$ cat src/rtl/aes_pkg.sv
// Shared AES-128 types and byte-level primitives used by the forward and
// reverse key schedulers.
package aes_pkg;

  typedef logic [31:0]  word;
  typedef logic [127:0] block;

  localparam int unsigned NR = 10;
  localparam logic [3:0]  LAST_ROUND = 4'd10;

  // Forward S-box, row-major from input 8'h00 in the top byte down to 8'hff.
  localparam logic [2047:0] SBOX_TABLE = {
    128'h637c777bf26b6fc53001672bfed7ab76,
    128'hca82c97dfa5947f0add4a2af9ca472c0,
    128'hb7fd9326363ff7cc34a5e5f171d83115,
    128'h04c723c31896059a071280e2eb27b275,
    128'h09832c1a1b6e5aa0523bd6b329e32f84,
    128'h53d100ed20fcb15b6acbbe394a4c58cf,
    128'hd0efaafb434d338545f9027f503c9fa8,
    128'h51a3408f929d38f5bcb6da2110fff3d2,
    128'hcd0c13ec5f974417c4a77e3d645d1973,
    128'h60814fdc222a908846eeb814de5e0bdb,
    128'he0323a0a4906245cc2d3ac629195e479,
    128'he7c8376d8dd54ea96c56f4ea657aae08,
    128'hba78252e1ca6b4c6e8dd741f4bbd8b8a,
    128'h703eb5664803f60e613557b986c11d9e,
    128'he1f8981169d98e949b1e87e9ce5528df,
    128'h8ca1890dbfe6426841992d0fb054bb16
  };

  function automatic logic [7:0] aes_sbox(input logic [7:0] b);
    int unsigned idx;
    idx = 32'(b);
    return SBOX_TABLE[(255 - idx) * 8 +: 8];
  endfunction

  // Rcon for rounds 1..10; any other round has no constant.
  function automatic logic [7:0] round_const(input int round);
    case (round)
      1:       return 8'h01;
      2:       return 8'h02;
      3:       return 8'h04;
      4:       return 8'h08;
      5:       return 8'h10;
      6:       return 8'h20;
      7:       return 8'h40;
      8:       return 8'h80;
      9:       return 8'h1b;
      10:      return 8'h36;
      default: return 8'h00;
    endcase
  endfunction

endpackage

$ cat src/rtl/inv_key_step.sv
// One backward AES-128 key-schedule step: round-i key in, round-(i-1) key out.
module inv_key_step
  import aes_pkg::*;
(
  input  block       key,
  input  logic [3:0] round,
  output block       prev_key
);

  word w0, w1, w2, w3;
  word p0, p1, p2, p3;
  word g;

  always_comb begin
    w0 = key[127:96];
    w1 = key[95:64];
    w2 = key[63:32];
    w3 = key[31:0];

    p3 = w3 ^ w2;
    p2 = w2 ^ w1;
    p1 = w1 ^ w0;

    // Rcon is indexed by the round being left, not the one being entered.
    g = {aes_sbox(p3[23:16]) ^ round_const(int'(round)),
         aes_sbox(p3[15:8]),
         aes_sbox(p3[7:0]),
         aes_sbox(p3[31:24])};

    p0 = w0 ^ g;
    prev_key = {p0, p1, p2, p3};
  end

endmodule

$ cat src/rtl/inv_key_expansion.sv
// Reverse AES-128 key scheduler: takes the round-10 key and streams round
// keys 10 down to 0 over a valid/ready handshake, one backward step per beat.
module inv_key_expansion
  import aes_pkg::*;
(
  input  logic         clk,
  input  logic         rst,
  input  logic         key_valid,
  output logic         key_ready,
  input  logic [127:0] last_key,
  output logic         rk_valid,
  input  logic         rk_ready,
  output logic [127:0] round_key,
  output logic [3:0]   round_idx
);

  localparam logic [0:0] ST_IDLE = 1'b0;
  localparam logic [0:0] ST_EMIT = 1'b1;

  logic [0:0] state_q, state_d;
  block       round_key_q, round_key_d;
  logic [3:0] round_idx_q, round_idx_d;
  block       prev_key;

  inv_key_step u_step (
    .key      (round_key_q),
    .round    (round_idx_q),
    .prev_key (prev_key)
  );

  always_comb begin
    state_d     = state_q;
    round_key_d = round_key_q;
    round_idx_d = round_idx_q;
    case (state_q)
      ST_IDLE: begin
        if (key_valid) begin
          round_key_d = last_key;
          round_idx_d = LAST_ROUND;
          state_d     = ST_EMIT;
        end
      end
      ST_EMIT: begin
        if (rk_ready) begin
          if (round_idx_q != 4'd0) begin
            round_key_d = prev_key;
            round_idx_d = round_idx_q - 4'd1;
          end else begin
            state_d = ST_IDLE;
          end
        end
      end
      default: state_d = ST_IDLE;
    endcase
  end

  always_ff @(posedge clk) begin
    if (!rst) begin
      state_q     <= ST_IDLE;
      round_key_q <= '0;
      round_idx_q <= '0;
    end else begin
      state_q     <= state_d;
      round_key_q <= round_key_d;
      round_idx_q <= round_idx_d;
    end
  end

  assign key_ready = (state_q == ST_IDLE);
  assign rk_valid  = (state_q == ST_EMIT);
  assign round_key = round_key_q;
  assign round_idx = round_idx_q;

endmodule

$ cat config.mk
export PLATFORM = sky130hd
export DESIGN_NAME = inv_key_expansion
export DESIGN_NICKNAME = d
export VERILOG_FILES = /design/src/rtl/aes_pkg.sv /design/src/rtl/inv_key_step.sv /design/src/rtl/inv_key_expansion.sv
export SDC_FILE = /design/constraint.sdc
export NUM_CORES = 1
export LEC_CHECK = 0
export CELL_PAD_IN_SITES_DETAIL_PLACEMENT = 2
export CELL_PAD_IN_SITES_GLOBAL_PLACEMENT = 2
export CORE_MARGIN = 5
export CORE_UTILIZATION = 29
export CTS_CLUSTER_DIAMETER = 40
export CTS_CLUSTER_SIZE = 16
export DETAILED_ROUTE_END_ITERATION = 6
export PLACE_DENSITY_LB_ADDON = 0.1
export SYNTH_ARGS = -nofsm -noshare
export SYNTH_HDL_FRONTEND = slang
export SYNTH_SLANG_ARGS = --single-unit
$ cat constraint.sdc
create_clock -name clk -period 3.7 [get_ports clk]
set_input_delay 0.925 -clock clk [delete_from_list [all_inputs] [get_ports clk]]
set_output_delay 0.925 -clock clk [all_outputs]
set_load 0.02 [all_outputs]
## Word level (Yosys, flattened, before mapping)

Memories as Yosys holds them, arrays and structs flattened. A register that Yosys moved wholly into a read port is not among the register bits.
Index checks and enable logic that the tools add are counted.

- Register bits after elaboration: 133
- ROM bits: 128
- Bits of input ports: 132
- Output and inout bits: 134
- Logic and storage cells: 38
- Memories: 1

Memory list:

| memory | words | bits a word | rd ports | clocked after Yosys merged registers in | write ports | line | text |
|---|---|---|---|---|---|---|---|
| (no name shown) | 16 | 8 | 1 | 1 | 0 | aes_pkg.sv:39 | `case (round)` |

- $add $sub $neg: 5
- Equal/unequal tests: 3
- Shift-type cells: 4
- Multiplexer cells: 14
- Bitwise gates (word level): 6
- Reductions and logical operators: 2

Operators by type and width:

| cell | count |
|---|---|
| $shiftx 2048x33->8 const A | 4 |
| $mux 128 | 3 |
| $pmux 128 s2 | 1 |
| $xor 32x32->32 | 4 |
| $sub 8x8->9 const A | 4 |
| $mux 4 | 5 |
| $pmux 4 s2 | 1 |
| $xor 8x8->8 | 1 |
| $ne 2x2->1 const B | 2 |
| $reduce_bool 4->1 | 1 |
| $sub 4x1->4 const B | 1 |
| $mux 1 | 3 |
| $reduce_and 3->1 | 1 |
| $ne 2x1->1 const B | 1 |
| $pmux 1 s2 | 1 |
| $not 1->1 | 1 |

## Longest topological paths before layout

Gate-level depths: netlist of run 1.

- Depth after elaboration: 8
- Mapped depth: 15

## Cells and area by module

A second synthesis of run 1 with hierarchy kept.

- Cell total of the unflattened synthesis: 2898
- Area, all modules: 20855.0 µm²

By module, submodules not included:

| module | times used | cells each | area each (µm²) | seq. area each (µm²) |
|---|---|---|---|---|
| inv_key_step | 1 | 2263 | 13933.4 | 0.0 |
| inv_key_expansion | 1 | 635 | 6921.6 | 2662.6 |

## Worst setup path before layout of run 1

No wires, ideal clock.

- Path kind: reg2reg
- Start: register round_key_q[33] (netlist: round_key[33])
- End: register round_key_q[109] (netlist: round_key[109])
- Library setup time: 0.129 ns
- Arrival time: 3.522 ns
- Required time: 3.571 ns
- Slack: 0.050 ns
- Stages on the path, launching flop included: 14
- Path buffers: 2
- Path through: dfxtp_1 -> xor2_1 -> clkbuf_1 -> clkbuf_1 -> ha_1 -> inv_1 -> nor2_1 -> o21ai_0 -> o21ai_0 -> mux4_2 -> a221oi_1 -> a31oi_1 -> nand4_1 -> o211ai_1

- Cells in the longest elaborated chain, start to end: 7

RTL lines:

| what | line | text |
|---|---|---|
| start: declaration | inv_key_expansion.sv:21 | `block round_key_q, round_key_d;` |
| start signal: assignment | inv_key_expansion.sv:64 | `round_key_q <= round_key_d;` |
| $xor 32x32->32 | inv_key_step.sv:20 | `p3 = w3 ^ w2;` |
| $sub 8x8->9 | aes_pkg.sv:34 | `return SBOX_TABLE[(255 - idx) * 8 +: 8];` |
| $shiftx 2048x33->8 | aes_pkg.sv:34 |  |
| $xor 32x32->32 | inv_key_step.sv:30 | `p0 = w0 ^ g;` |
| $mux 128 | inv_key_expansion.sv:45 | `if (round_idx_q != 4'd0) begin` |
| $mux 128 | inv_key_expansion.sv:44 | `if (rk_ready) begin` |
| $pmux 128 s2 | inv_key_expansion.sv:35 | `case (state_q)` |

Every way passes these cells. The select of a mux whose other input is x is not followed.
A chain may end at the register's enable or synchronous reset.

## Worst setup path in the final report of run 1

- Start: register round_key_q[51] (netlist: round_key[51])
- End: register round_key_q[127] (netlist: round_key[127])

- Cells in the longest elaborated chain, start to end: 8

RTL lines:

| what | line | text |
|---|---|---|
| $xor 32x32->32 | inv_key_step.sv:20 |  |
| $sub 8x8->9 | aes_pkg.sv:34 |  |
| $shiftx 2048x33->8 | aes_pkg.sv:34 |  |
| $xor 8x8->8 | inv_key_step.sv:25 | `g = {aes_sbox(p3[23:16]) ^ round_const(int'(round)),` |
| $xor 32x32->32 | inv_key_step.sv:30 |  |
| $mux 128 | inv_key_expansion.sv:45 |  |
| $mux 128 | inv_key_expansion.sv:44 |  |
| $pmux 128 s2 | inv_key_expansion.sv:35 |  |

Every way passes these cells. The select of a mux whose other input is x is not followed.

==> flow_summary.json, run 1 <==
{
  "status": "complete, no violations",
  "hold_end": "round_key[16]$_SDFFE_PN0N_",
  "critical_path.max_fanout": 23,
  "synthArstFlopShare_pct": 0,
  "die_area_um2": 75400,
  "post_drt_wl_per_cell_um": 33.5,
  "hold_class": "reg2reg",
  "instances_no_fill": 4312,
  "hold_depth": 2,
  "wirelength_um": 144000,
  "slowest_stage": "nor2_2",
  "setup_viol": 0,
  "power_density_nw_per_um2": 523,
  "ant_nets": 0,
  "grt_pass1_vias": 29567,
  "slowest_delay_ns": 0.60,
  "dr.max_layer_used": "met5",
  "syn2layout_area_growth_pct": 31.8,
  "synthFlopType": "dfxtp_1",
  "finalHoldViolCount": 0,
  "fin_area_um2": 26800,
  "relSlewSlack_pct": 31.6,
  "yosys_warnings": 0,
  "numPortBuffers": 265,
  "overflow": 0,
  "peakVddDrop_uv": 257,
  "start_util_pct": 29.1,
  "place.gp.congestion": 1.03,
  "synth-edff-count": 0,
  "worstSetupPathType": "reg2reg",
  "hold_ws_ns": 0.489,
  "setup_tns_ns": 0,
  "cts-root-buf": "clkbuf_16",
  "cts_sinks": 141,
  "netlist_instances": 3066,
  "maxSlewViolCount": 0,
  "antenna_found_initial": 14,
  "finalNetCount": 3545,
  "startpoint_type": "flip-flop",
  "synth-seq-area-share_pct": 13.9,
  "grt_usage_pct": 36.7,
  "max_freq_ghz": 0.276,
  "maxCapViolCount": 0,
  "vias": 29044,
  "rr_worst_depth": 11,
  "power.leakage_nw": 9.60,
  "cts.htree.levels": 4,
  "clockBufferDepth": 2,
  "synth_nets": 3257,
  "period_needed_ns": 3.62,
  "rsz0062_at_grt": "no",
  "die_height_um": 275,
  "fin_skew_ns": 0.0166,
  "clk_pin_slew_ns": 0.06,
  "grt_pass1_wl_um": 211000,
  "synth_seq_cells": 141,
  "cts_buffers": 17,
  "drcViolationCount": 0,
  "rrSetupSlack_ns": 0.08,
  "placed_area_um2": 26000,
  "wirelength_met1_um": 59900,
  "cts_tree": "yes",
  "core_area_um2": 69800,
  "arrival_ns": 4.01,
  "reg2reg_to": "round_key[127]$_SDFFE_PN0N_",
  "avgViaCountPerCell": 6.74,
  "synth_area_per_cell_um2": 6.62,
  "ys_types": 83,
  "dp_cells": 4268,
  "drive_gt1_share_pct": 14.8,
  "rows": 97,
  "critPathCaptureType": "flip-flop",
  "dpl.hpwl_um": 107000,
  "grt_max_degree": 86,
  "firstDrtPassIters": 5,
  "fp.dieW_um": 275,
  "clk_latency_ns": 0.48,
  "min_from": "round_key[16]$_SDFFE_PN0N_",
  "worstPathCellList": "buf_4, xor2_4, buf_4, nor2_2, a221oi_1, a2111o_1, a311o_1, a22oi_2, xor2_1, nor3_1, a311oi_1",
  "met3_length_um": 14500,
  "regToRegStartpoint": "round_key[51]$_SDFFE_PN0N_",
  "fin_crit_sh_pct": 97.9,
  "wl_met2_um": 64200,
  "syn_area_um2": 20300,
  "drtIter0Drc": 3728,
  "crit_top_cell": "buf_4",
  "worst_slew_pin_slew_ns": 1.02,
  "io_pins": 266,
  "crit_required_ns": 4.09
}
[repair_timing]
item                                   in CTS  in global routing
endpoints found under the hold margin       0                  0
setup endpoints to repair                   2                 14
pin swaps                                   0                  3
setup buffers                               0                  7
hold buffers                                0                  0
resized for setup                           4                 18
[critical path, delay by kind of cell, from the launching register on]
| family | cells | cell delay [ns] |
|---|---|---|
| xor+xnor | 2 | 0.51 |
| flops | 1 | 0.33 |
| buf+inv | 2 | 0.48 |
| compound gates | 5 | 1.54 |
| simple gates | 2 | 0.67 |
[power breakdown]
group / leakage, nW / switching, mW / internal [mW] / total, mW
combinational: 8.16 / 6.52 / 3.65 / 10.2
clock: 0.282 / 0.779 / 1.06 / 1.84
sequential: 1.16 / 0.292 / 1.68 / 1.97
total: 9.60 / 7.59 / 6.39 / 14.0
[per-stage QoR]
step                      power, mW  setup WS, ns  util (%)
final                          14.0        0.0793      38.3
after CTS                      13.7        0.0310      38.2
after floorplan                7.19        0.0496         -
after global routing           14.5       0.00205      38.3
after global placement         11.6       -0.0509      37.3
after detailed placement       11.7        -0.176      37.3
[how the worst max path moves through the flow]
stage,from,endpoint,slack [ns],depth (start not counted)
after CTS,round_key[41]$_SDFFE_PN0N_,round_key[118]$_SDFFE_PN0N_,0.03,11
final,round_key[51]$_SDFFE_PN0N_,round_key[127]$_SDFFE_PN0N_,0.08,11
after floorplan,round_key[33]$_SDFFE_PN0N_,round_key[109]$_SDFFE_PN0N_,0.05,13
after detailed placement,round_key[49]$_SDFFE_PN0N_,round_key[123]$_SDFFE_PN0N_,-0.18,13
after global routing,round_key[49]$_SDFFE_PN0N_,round_key[122]$_SDFFE_PN0N_,0.002,13
after global placement,round_key[48]$_SDFFE_PN0N_,round_key[123]$_SDFFE_PN0N_,-0.05,14
[kinds of logic (layout without fill, tap and decap cells)]
kind of cell	count (synthesis)	in the layout	share of synthesized area (%)
xor+xnor	73	73	3.55
flops	141	141	13.9
buf+inv	376	677	7.62
mux	75	75	5.79
simple gates	1078	1078	23.7
compound gates	1264	1264	41.8
other cells	0	5	0
fa+ha+maj	59	59	3.64
[layer usage]
layer  track usage, %  vias to the layer above
li1                 -                    12234
met1             49.4                    14711
met2             57.9                     1758
met3             8.20                      325
met4             12.6                       16
met5                0                        -
[state kept, by name (all words and copies together), names as in the netlist, named ones only]
| register | flops |
|---|---|
| round_idx | 4 |
| round_key | 128 |
| rk_valid | 1 |
[final cells by class]
type                            instances  area (um^2)
Antenna cell                            5         12.5
Inverter                               26          105
Tap cell                              940         1180
Timing Repair Buffer                  619         5640
Fill cell                            8219        43000
Clock inverter                          9          109
Clock buffer                           23          488
Multi-Input combinational cell       2549        16400
Sequential cell                       141         2830
[synth_stat cells, drive strengths merged, types with 29 or more instances]
library cell / n / area, um^2
xor2: 33 / 319
nand3: 105 / 526
and3: 33 / 206
ha: 59 / 738
o211ai: 108 / 811
nand2: 378 / 1420
a211oi: 45 / 338
a22oi: 41 / 313
nor3: 113 / 566
a21oi: 286 / 1430
o221ai: 29 / 254
mux2i: 35 / 350
a311oi: 45 / 394
dfxtp: 141 / 2820
xnor2: 39 / 379
o21ai: 264 / 1320
mux4: 33 / 747
buf: 123 / 597
nor2: 305 / 1150
o21a: 39 / 293
o311ai: 56 / 490
a221oi: 34 / 298
a31oi: 81 / 507
clkbuf: 227 / 852
o2bb2ai: 31 / 272
[layout by cell type, fill, tap and decap left out, types with 58 or more instances in the layout]
cell type	instances
nand2_1	377
a31oi_1	80
nor3_1	113
nor2_1	297
buf_4	327
dfxtp_1	136
clkdlybuf4s50_1	264
o21ai_0	261
o211ai_1	108
nand3_1	105
ha_1	58
a21oi_1	285
No activity file was read; power rests on OpenSTA's default activity.
==> run 2, diff against run 1 <==
- TNS_END_PERCENT: not set -> 10
==> flow_summary.json, run 2 (same netlist as run 1, synthesis figures left out) <==
{
  "status": "complete, but fails checks",
  "failed_checks": "design-rule violations",
  "maxSlewViolCount": 0,
  "startpoint_type": "flip-flop",
  "setup_viol": 0,
  "drcViolationCount": 3,
  "pwr-share-comb_pct": 72.7,
  "fin_area_um2": 26700,
  "rsz0062_at_grt": "yes",
  "rows": 97,
  "finalNetCount": 3538,
  "cts_buffers": 17,
  "p_int_mw": 6.37,
  "relSlewSlack_pct": 30.5,
  "cts_tree": "yes",
  "fin_crit_sh_pct": 98.1,
  "fin_skew_ns": 0.0157,
  "grt_pass1_wl_um": 211000,
  "period_needed_ns": 3.63,
  "clk_latency_ns": 0.48,
  "critical_path.max_fanout": 23,
  "largest_reg_flops": 128,
  "fp.dieW_um": 275,
  "total_power_mw": 14.0,
  "maxCapViolCount": 0,
  "finalHoldViolCount": 0,
  "grt_busiest_layer": "met2",
  "grt_use_met2_pct": 57.9,
  "grt_pass1_vias": 29567,
  "core_area_um2": 69800,
  "critPathCaptureType": "flip-flop",
  "regToRegStartpoint": "round_key[51]$_SDFFE_PN0N_",
  "die_area_um2": 75400,
  "most-common-layout-cells": "nand2_1 (377), buf_4 (320), nor2_1 (297)",
  "grt_max_degree": 86,
  "ant_nets": 0,
  "firstDrtPassIters": 7,
  "max_freq_ghz": 0.275,
  "gr-usage-met3_pct": 8.20,
  "pwr-share-clk_pct": 13.2,
  "cts_sinks": 141,
  "start_util_pct": 29.1,
  "wirelength_um": 144000,
  "min_from": "round_key[0]$_SDFFE_PN0N_",
  "peakVddDrop_uv": 259,
  "vias": 29028,
  "drive_gt1_share_pct": 14.6,
  "arrival_ns": 4.02,
  "fill_cells": 8208,
  "drtIter0Drc": 3652,
  "place.gp.congestion": 1.03,
  "switching_share_pct": 54.4,
  "overflow": 0,
  "power_density_nw_per_um2": 523,
  "avgViaCountPerCell": 6.74,
  "numPortBuffers": 265,
  "p_switching_mw": 7.60,
  "crit_required_ns": 4.09,
  "syn2layout_area_growth_pct": 31.5,
  "layout_commonest_cell": "nand2_1",
  "utilization_pct": 38.3,
  "cts-root-buf": "clkbuf_16",
  "grt_usage_pct": 36.7,
  "met1_usage_pct": 49.4,
  "cts.htree.levels": 4,
  "startpoint": "round_key[51]$_SDFFE_PN0N_",
  "io_pins": 266,
  "pwr-share-seq_pct": 14.1,
  "worst_slew_pin_slew_ns": 1.03,
  "antenna_found_initial": 14,
  "placed_area_um2": 26000,
  "worstSetupPathType": "reg2reg",
  "hold_buffers": 0,
  "die_height_um": 275,
  "power.leakage_nw": 9.56,
  "clockBufferDepth": 2,
  "dpl.hpwl_um": 107000,
  "post_drt_wl_per_cell_um": 33.5,
  "hold_class": "reg2reg",
  "clk_pin_slew_ns": 0.06
}
## run 2: changes by cell type in the layout (fill, tap and decap cells not counted), sizes merged
cell	previous run	this run
buf	355	348
## run 2: area by class of cell
cell class	instances	area (um^2)	area share (%)
antenna	5	12.5	0.0469
sequential	141	2830	10.6
inverter	26	105	0.394
multi-input combinational	2549	16400	61.4
clock inverter	9	109	0.408
timing repair buffer	612	5590	20.9
tap	940	1180	4.41
clock buffer	23	488	1.83
## run 2: layer usage
metal | vias up | part of all wire, %
met5 | - | 0.079
met4 | 16 | 4.1
met3 | 337 | 9.8
met2 | 1735 | 44
met1 | 14730 | 42
li1 | 12210 | -
## run 2: worst max-delay path, stage by stage (launching register included)
cell      delay (ns)
dfxtp_1         0.32
buf_4           0.19
xor2_4          0.26
buf_4           0.29
nor2_2          0.60
a221oi_1        0.21
a2111o_1        0.38
a311o_1         0.37
a22oi_2         0.33
xor2_1          0.25
nor3_1          0.08
a311oi_1        0.26
## run 2: power groups by stage
| stage | clock network (mW) | registers (mW) | logic, mW |
|---|---|---|---|
| after floorplan | 0 | 2.04 | 5.15 |
| after global placement | 0 | 1.98 | 9.65 |
| after detailed placement | 0 | 1.99 | 9.76 |
| after CTS | 1.88 | 1.97 | 9.82 |
| after global routing | 1.93 | 1.99 | 10.6 |
| final | 1.84 | 1.97 | 10.2 |
## run 2: what timing repair did
action	CTS	global route
setup buffers	0	0
resized for setup	4	14
endpoints found under the setup margin	2	14
hold endpoints to repair	0	0
## run 2: final timing paths
kind	end	slack, ns	cells after the start
setup / recovery	round_key[127]$_SDFFE_PN0N_	0.07	11
hold reg to reg	round_key[0]$_SDFFE_PN0N_	0.50	2
hold / removal	round_key[0]$_SDFFE_PN0N_	0.50	2
setup reg to reg	round_key[127]$_SDFFE_PN0N_	0.07	11
## run 2: stage by stage
step	setup WS [ns]	std cells	setup TNS (ns)	hold slack, ns
after floorplan	0.0496	3066	0	0.552
after global placement	-0.0509	4268	-0.0509	0.467
after detailed placement	-0.176	4268	-0.176	0.489
after CTS	0.0310	4300	0	0.502
after global routing	-0.0484	4301	-0.145	0.523
final	0.0699	4305	0	0.499
